<file path="src/rtl/fixed_point_mult_seq_if.sv">
// Operand/result handshake bundle for the sequential fixed-point multiplier.
interface fixed_point_mult_seq_if #(
    parameter int A_WIDTH = 16,
    parameter int B_WIDTH = 16,
    parameter int P_WIDTH = 16
);
    logic                      in_valid;
    logic                      in_ready;
    logic signed [A_WIDTH-1:0] A;
    logic signed [B_WIDTH-1:0] B;
    logic                      out_valid;
    logic                      out_ready;
    logic signed [P_WIDTH-1:0] P;
    logic                      overflow;
    logic                      busy;

    modport master (
        output in_valid, A, B, out_ready,
        input  in_ready, out_valid, P, overflow, busy
    );

    modport slave (
        input  in_valid, A, B, out_ready,
        output in_ready, out_valid, P, overflow, busy
    );
endinterface

</file>
<file path="src/rtl/fixed_point_mult_seq.sv">
// Radix-2 shift-add signed fixed-point multiplier with round-half-away and saturation.
//   state  | meaning
//   IDLE   | waiting for operands, in_ready high
//   CALC   | one partial product per cycle, B_WIDTH cycles
//   FINISH | round, saturate and register the product
//   DONE   | result presented until out_ready
module fixed_point_mult_seq #(
    parameter int A_WIDTH     = 16,
    parameter int A_FRAC_BITS = 14,
    parameter int B_WIDTH     = 16,
    parameter int B_FRAC_BITS = 14,
    parameter int P_WIDTH     = 16,
    parameter int P_FRAC_BITS = 14
) (
    input  logic                   clk_in,
    input  logic                   rst_in,
    fixed_point_mult_seq_if.slave  bus
);
    localparam int S     = A_FRAC_BITS + B_FRAC_BITS - P_FRAC_BITS;
    localparam int ACC_W = A_WIDTH + B_WIDTH;
    localparam int RW    = ACC_W + 1;
    localparam int CNT_W = $clog2(B_WIDTH + 1);

    if (S < 1) begin : g_bad_frac
        $error("fixed_point_mult_seq: A_FRAC_BITS+B_FRAC_BITS-P_FRAC_BITS must be >= 1");
    end

    localparam logic [RW-1:0]      RND     = RW'(1) << (S - 1);
    localparam logic [RW-1:0]      POS_LIM = (RW'(1) << (P_WIDTH - 1)) - RW'(1);
    localparam logic [RW-1:0]      NEG_LIM = RW'(1) << (P_WIDTH - 1);
    localparam logic [P_WIDTH-1:0] P_MAX   = {1'b0, {(P_WIDTH-1){1'b1}}};
    localparam logic [P_WIDTH-1:0] P_MIN   = {1'b1, {(P_WIDTH-1){1'b0}}};

    typedef enum logic [1:0] {IDLE, CALC, FINISH, DONE} state_t;

    state_t             state_q, state_d;
    logic [A_WIDTH-1:0] a_mag_q, a_mag_d;
    logic [B_WIDTH-1:0] b_mag_q, b_mag_d;
    logic               sign_q, sign_d;
    logic [ACC_W-1:0]   acc_q, acc_d;
    logic [CNT_W-1:0]   cnt_q, cnt_d;
    logic [P_WIDTH-1:0] p_q, p_d;
    logic               ovf_q, ovf_d;
    logic [RW-1:0]      mag_r;

    // Rounding on the magnitude makes the result symmetric, i.e. half away from zero.
    assign mag_r = (RW'(acc_q) + RND) >> S;

    always_ff @(posedge clk_in or posedge rst_in) begin
        if (rst_in) begin
            state_q <= IDLE;
            a_mag_q <= '0;
            b_mag_q <= '0;
            sign_q  <= 1'b0;
            acc_q   <= '0;
            cnt_q   <= '0;
            p_q     <= '0;
            ovf_q   <= 1'b0;
        end else begin
            state_q <= state_d;
            a_mag_q <= a_mag_d;
            b_mag_q <= b_mag_d;
            sign_q  <= sign_d;
            acc_q   <= acc_d;
            cnt_q   <= cnt_d;
            p_q     <= p_d;
            ovf_q   <= ovf_d;
        end
    end

    always_comb begin
        state_d = state_q;
        a_mag_d = a_mag_q;
        b_mag_d = b_mag_q;
        sign_d  = sign_q;
        acc_d   = acc_q;
        cnt_d   = cnt_q;
        p_d     = p_q;
        ovf_d   = ovf_q;
        case (state_q)
            IDLE: begin
                if (bus.in_valid) begin
                    a_mag_d = bus.A[A_WIDTH-1] ? (~bus.A + A_WIDTH'(1)) : bus.A;
                    b_mag_d = bus.B[B_WIDTH-1] ? (~bus.B + B_WIDTH'(1)) : bus.B;
                    sign_d  = bus.A[A_WIDTH-1] ^ bus.B[B_WIDTH-1];
                    acc_d   = '0;
                    cnt_d   = '0;
                    state_d = CALC;
                end
            end
            CALC: begin
                if (b_mag_q[0]) begin
                    acc_d = acc_q + (ACC_W'(a_mag_q) << cnt_q);
                end
                b_mag_d = b_mag_q >> 1;
                cnt_d   = cnt_q + CNT_W'(1);
                if (cnt_q == CNT_W'(B_WIDTH - 1)) begin
                    state_d = FINISH;
                end
            end
            FINISH: begin
                if (!sign_q) begin
                    if (mag_r > POS_LIM) begin
                        p_d   = P_MAX;
                        ovf_d = 1'b1;
                    end else begin
                        p_d   = mag_r[P_WIDTH-1:0];
                        ovf_d = 1'b0;
                    end
                end else begin
                    if (mag_r > NEG_LIM) begin
                        p_d   = P_MIN;
                        ovf_d = 1'b1;
                    end else begin
                        // A zero magnitude negates to zero, so there is no -0 case.
                        p_d   = ~mag_r[P_WIDTH-1:0] + P_WIDTH'(1);
                        ovf_d = 1'b0;
                    end
                end
                state_d = DONE;
            end
            DONE: begin
                if (bus.out_ready) begin
                    state_d = IDLE;
                end
            end
            default: state_d = IDLE;
        endcase
    end

    assign bus.in_ready  = (state_q == IDLE);
    assign bus.out_valid = (state_q == DONE);
    assign bus.busy      = (state_q != IDLE);
    assign bus.P         = p_q;
    assign bus.overflow  = ovf_q;
endmodule

</file>
<file path="src/flat_wrapper.sv">
// flat-port wrapper written by rule: the top's interface ports become plain ports
module fixed_point_mult_seq_flat 
#(
    parameter int A_WIDTH     = 16,
    parameter int A_FRAC_BITS = 14,
    parameter int B_WIDTH     = 16,
    parameter int B_FRAC_BITS = 14,
    parameter int P_WIDTH     = 16,
    parameter int P_FRAC_BITS = 14
)
  (clk_in, rst_in, bus_in_valid, bus_A, bus_B, bus_out_ready, bus_in_ready, bus_out_valid, bus_P, bus_overflow, bus_busy);
  fixed_point_mult_seq_if #(.A_WIDTH(A_WIDTH), .B_WIDTH(B_WIDTH), .P_WIDTH(P_WIDTH)) bus_i ();
  input  logic clk_in;
  input  logic rst_in;
  input wire logic [$bits(bus_i.in_valid)-1:0] bus_in_valid;
  input wire logic [$bits(bus_i.A)-1:0] bus_A;
  input wire logic [$bits(bus_i.B)-1:0] bus_B;
  input wire logic [$bits(bus_i.out_ready)-1:0] bus_out_ready;
  output wire logic [$bits(bus_i.in_ready)-1:0] bus_in_ready;
  output wire logic [$bits(bus_i.out_valid)-1:0] bus_out_valid;
  output wire logic [$bits(bus_i.P)-1:0] bus_P;
  output wire logic [$bits(bus_i.overflow)-1:0] bus_overflow;
  output wire logic [$bits(bus_i.busy)-1:0] bus_busy;
  assign bus_i.in_valid = bus_in_valid;
  assign bus_i.A = bus_A;
  assign bus_i.B = bus_B;
  assign bus_i.out_ready = bus_out_ready;
  assign bus_in_ready = bus_i.in_ready;
  assign bus_out_valid = bus_i.out_valid;
  assign bus_P = bus_i.P;
  assign bus_overflow = bus_i.overflow;
  assign bus_busy = bus_i.busy;
  fixed_point_mult_seq #(.A_WIDTH(A_WIDTH), .A_FRAC_BITS(A_FRAC_BITS), .B_WIDTH(B_WIDTH), .B_FRAC_BITS(B_FRAC_BITS), .P_WIDTH(P_WIDTH), .P_FRAC_BITS(P_FRAC_BITS)) u_core (.clk_in(clk_in), .rst_in(rst_in), .bus(bus_i));
endmodule
</file>
<file path="config.mk">
export PLATFORM = sky130hd
export DESIGN_NAME = fixed_point_mult_seq_flat
export DESIGN_NICKNAME = d
export VERILOG_FILES = /design/src/rtl/fixed_point_mult_seq_if.sv /design/src/rtl/fixed_point_mult_seq.sv /design/src/flat_wrapper.sv
export SDC_FILE = /design/constraint.sdc
export NUM_CORES = 1
export LEC_CHECK = 0
export BUFFER_PORTS_ARGS = -buffer_cell sky130_fd_sc_hd__buf_2
export CAP_MARGIN = 20
export CELL_PAD_IN_SITES_DETAIL_PLACEMENT = 0
export CELL_PAD_IN_SITES_GLOBAL_PLACEMENT = 1
export CORE_AREA = 2 2 115 145
export CTS_CLUSTER_SIZE = 25
export DETAILED_ROUTE_END_ITERATION = 16
export DIE_AREA = 0 0 117 147
export PLACE_DENSITY_LB_ADDON = 0.05
export SKIP_CTS_REPAIR_TIMING = 1
export SYNTH_ARGS = -nofsm -noshare
export SYNTH_HDL_FRONTEND = slang
export SYNTH_SLANG_ARGS = --single-unit
</file>
<file path="constraint.sdc">
create_clock -name clk_in -period 8 [get_ports clk_in]
set_input_delay 1.2 -clock clk_in [delete_from_list [all_inputs] [get_ports clk_in]]
set_output_delay 1.2 -clock clk_in [all_outputs]
set_load 0.03 [all_outputs]
</file>
==> summary.md <==
| Metric | Value |
|---|---|
| Via count | `7059` |
| Reg2reg end | `u_core.acc_q[30]` |
| Sum of negative setup slack | `0 ns` |
| CP Max Fanout | `25` |
| Drt via density | `5.83` |
| Slew Limit Fails | `0` |
| Post-Synth XOR/XNOR Area | `7.83%` |
| DRC Markers | `0` |
| Crit. End Element | `flop` |
| Post-synth top area share | `28.4%` |
| Startpoint types | `flop` |
| Number of max-cap violations | `0` |
| Clock Path Buffers | `2` |
| Largest net degree at the start of global routing | `64` |
| Normalized max-slew margin | `27.7%` |
| Core Box Area | `15900 um^2` |
| RSZ-0062 raised after global routing | `false` |
| GRT Util Overall | `24.7%` |
| Post-Synth Adder-Cell Area | `6.96%` |
| Post-Syn Nets | `1052` |
| Dominant synthesized flop cell | `dfrtp_1` |
| Top cells by area, synth | `dfrtp_1 (28%), ha_1 (6.7%), o21ai_0 (6.1%)` |
| Initial drt markers | `454` |
| Hold EP | `u_core.b_mag_q[1]` |
| Detailed Routing Iterations Pass 1 | `5` |
| Final Wtd Congestion | `0.901` |
| Area grow syn2layout | `9.02%` |
| Post-DP HPWL | `15100 um` |
| Top cell type by total area after synthesis | `dfrtp_1` |
| Ys async rst share | `100%` |
| Global-route wire length before repair | `33800 um` |
| Worst Reg-to-Reg Cells | `17` |
| Root buf cell | `clkbuf_16` |
| Num CTS Buffers | `9` |
| Ys Warns | `0` |
| Leakage | `3.80 nW` |
| Worst Max-Slew Pin Slew | `1.08 ns` |
| Initial antenna violation count | `0` |
| Final hold slack | `0.483 ns` |
| Worst Hold Class | `flop to flop` |
| Compound-Gate Fraction of Synth Area | `25.3%` |
| R2R Path Start | `u_core.cnt_q[0]` |
| Setup CP Type | `flop to flop` |
| Number of flops mapped to enable cells by yosys | `0` |
| DR WL/cell | `16.9 um` |
| H-tree depth | `3` |
| Share of cells above drive strength 1 | `12.3%` |
| Inserted Diodes | `0` |
| Post-synthesis simple-gate area fraction | `19.8%` |
| Post-layout minimum cycle time | `4.98 ns` |
| Outcome | `finished, final reports clean` |
| Sequential area share after synthesis | `28.4%` |
| Setup violations, final | `0` |
| Total grt overflow | `0` |
| Crit share post-route | `62.3%` |
| Clock sinks | `89` |
| Vias in the first global route | `6646` |
| Synth Register Bits | `89` |
| Post-Route WL | `20500 um` |
| Rows | `52` |
| Fmax | `201 MHz` |
| Layout net count | `1068` |
| PwrDens | `424 nW/um^2` |
| Mean Syn Cell Area | `8.05 um^2` |
| Main combinational cell family by area after synthesis | `compound AO/OA/AOI/OAI gates` |
| Top cells by count, synth | `nand2_1 (120), o21ai_0 (95), dfrtp_1 (89)` |
| Final Hold Fails | `0` |
| Boundary pin count | `56` |
| IO buf count | `55` |
| CTS tree | `yes` |
| Peak supply drop | `0.272 mV` |
| Clock Pin Slew Worst Setup and Hold Paths | `0.08 ns` |
| Clk_skew | `0.00824 ns` |
| Hold path cells | `2` |
| Multiplexer area fraction after synthesis | `6.71%` |
| Cell Area, Synth | `7830 um^2` |
| Die width | `117 um` |
| DRT antenna net count | `0` |
| Post-synthesis cell count | `973` |
| Initial Util | `49.1%` |
| Arr. time, crit path | `5.24 ns` |
| Worst Path Required | `8.25 ns` |
| Clk_lat worst skew | `0.36 ns` |
| Die Y | `147 um` |
| Top-count cell post-synth | `nand2_1` |
| Distinct cells, synth | `80` |
| Hold Startpoint | `u_core.b_mag_q[1]` |
| Reg2reg setup slack | `3.02 ns` |
| Die area | `17200 um^2` |
## flip-flops by register name, indices dropped and copies added (netlist names)
register,cells
u_core.bus.P,16
u_core.cnt_q,5
u_core.state_q,2
u_core.acc_q,32
u_core.b_mag_q,16
u_core.bus.overflow,1
u_core.a_mag_q,16
u_core.sign_q,1
## area by class of cell
cell class,count,area (um^2)
Sequential cell,89,2230
Tap cell,216,270
Fill cell,1562,7400
Clock buffer,9,225
Multi-Input combinational cell,785,5220
Timing Repair Buffer,62,328
Clock inverter,7,110
Inverter,42,159
## worst max-delay path by stage
stage | from | end | slack [ns] | cells after the start
final | u_core.cnt_q[0] | u_core.acc_q[30] | 3.02 | 17
after global routing | u_core.cnt_q[0] | u_core.acc_q[30] | 2.67 | 17
after CTS | u_core.cnt_q[0] | u_core.acc_q[30] | 3.18 | 17
after detailed placement | u_core.cnt_q[1] | u_core.acc_q[30] | 3.20 | 15
after global placement | u_core.cnt_q[1] | u_core.acc_q[30] | 3.27 | 15
after floorplan | u_core.cnt_q[1] | u_core.acc_q[29] | 3.92 | 16
## placed cells by master, fill, tap and decap left out, types with 12 or more instances in the layout
cell / Yosys / routed
o22ai_1: 14 / 14
o21ai_0: 95 / 95
nor2_1: 80 / 80
xnor2_1: 32 / 32
and3_1: 13 / 13
a21o_1: 13 / 13
dfrtp_1: 89 / 89
mux2i_1: 24 / 24
buf_2: 8 / 55
o31ai_1: 13 / 13
xor2_1: 38 / 38
nand3_1: 30 / 30
inv_1: 40 / 39
a21oi_1: 63 / 62
a211oi_1: 12 / 12
nand2_1: 120 / 120
ha_1: 42 / 42
## worst max-delay path: stages (launching register included)
cell and delay (ns):
dfrtp_1 0.94, inv_1 0.32, and3_1 0.24, a21oi_1 0.24
nand2_1 0.08, o21ai_0 0.14, mux2_2 0.21, o22ai_1 0.12
ha_1 0.43, a21oi_1 0.15, nor2_1 0.06, a211oi_1 0.40
nor2_1 0.11, a211oi_1 0.23, nand2_1 0.19, a211oi_1 0.52
a2111oi_0 0.20, a221o_1 0.29
## metal layers
metal | GRT usage, % | vias up | part of all wire, %
met5 | 0 | - | 0
met2 | 42.8 | 110 | 51
li1 | - | 3568 | -
met3 | 3.55 | 22 | 2.7
met1 | 32.1 | 3359 | 45
met4 | 6.29 | 0 | 1.5
## cell families after synthesis
family,after synthesis
simple gates,325
fa+ha+maj,43
flops,89
compound gates,305
buf+inv,99
xor+xnor,70
mux,42
## metrics by stage
step,instance area [um^2],setup WS [ns],util (%),cells,total power [mW]
floorplan,7830,3.92,-,973,2.57
global placement,8210,3.27,51.5,1194,3.12
detailed placement,8210,3.20,51.5,1194,3.12
CTS,8540,3.18,53.6,1210,3.63
global route,8540,2.67,53.6,1210,3.95
finish,8540,3.02,53.6,1210,3.62
## report_power, final
group	switching, mW	internal (mW)
sequential	0.247	0.618
clock	0.215	0.282
combinational	1.35	0.907
No activity file was read; power rests on OpenSTA's default activity.
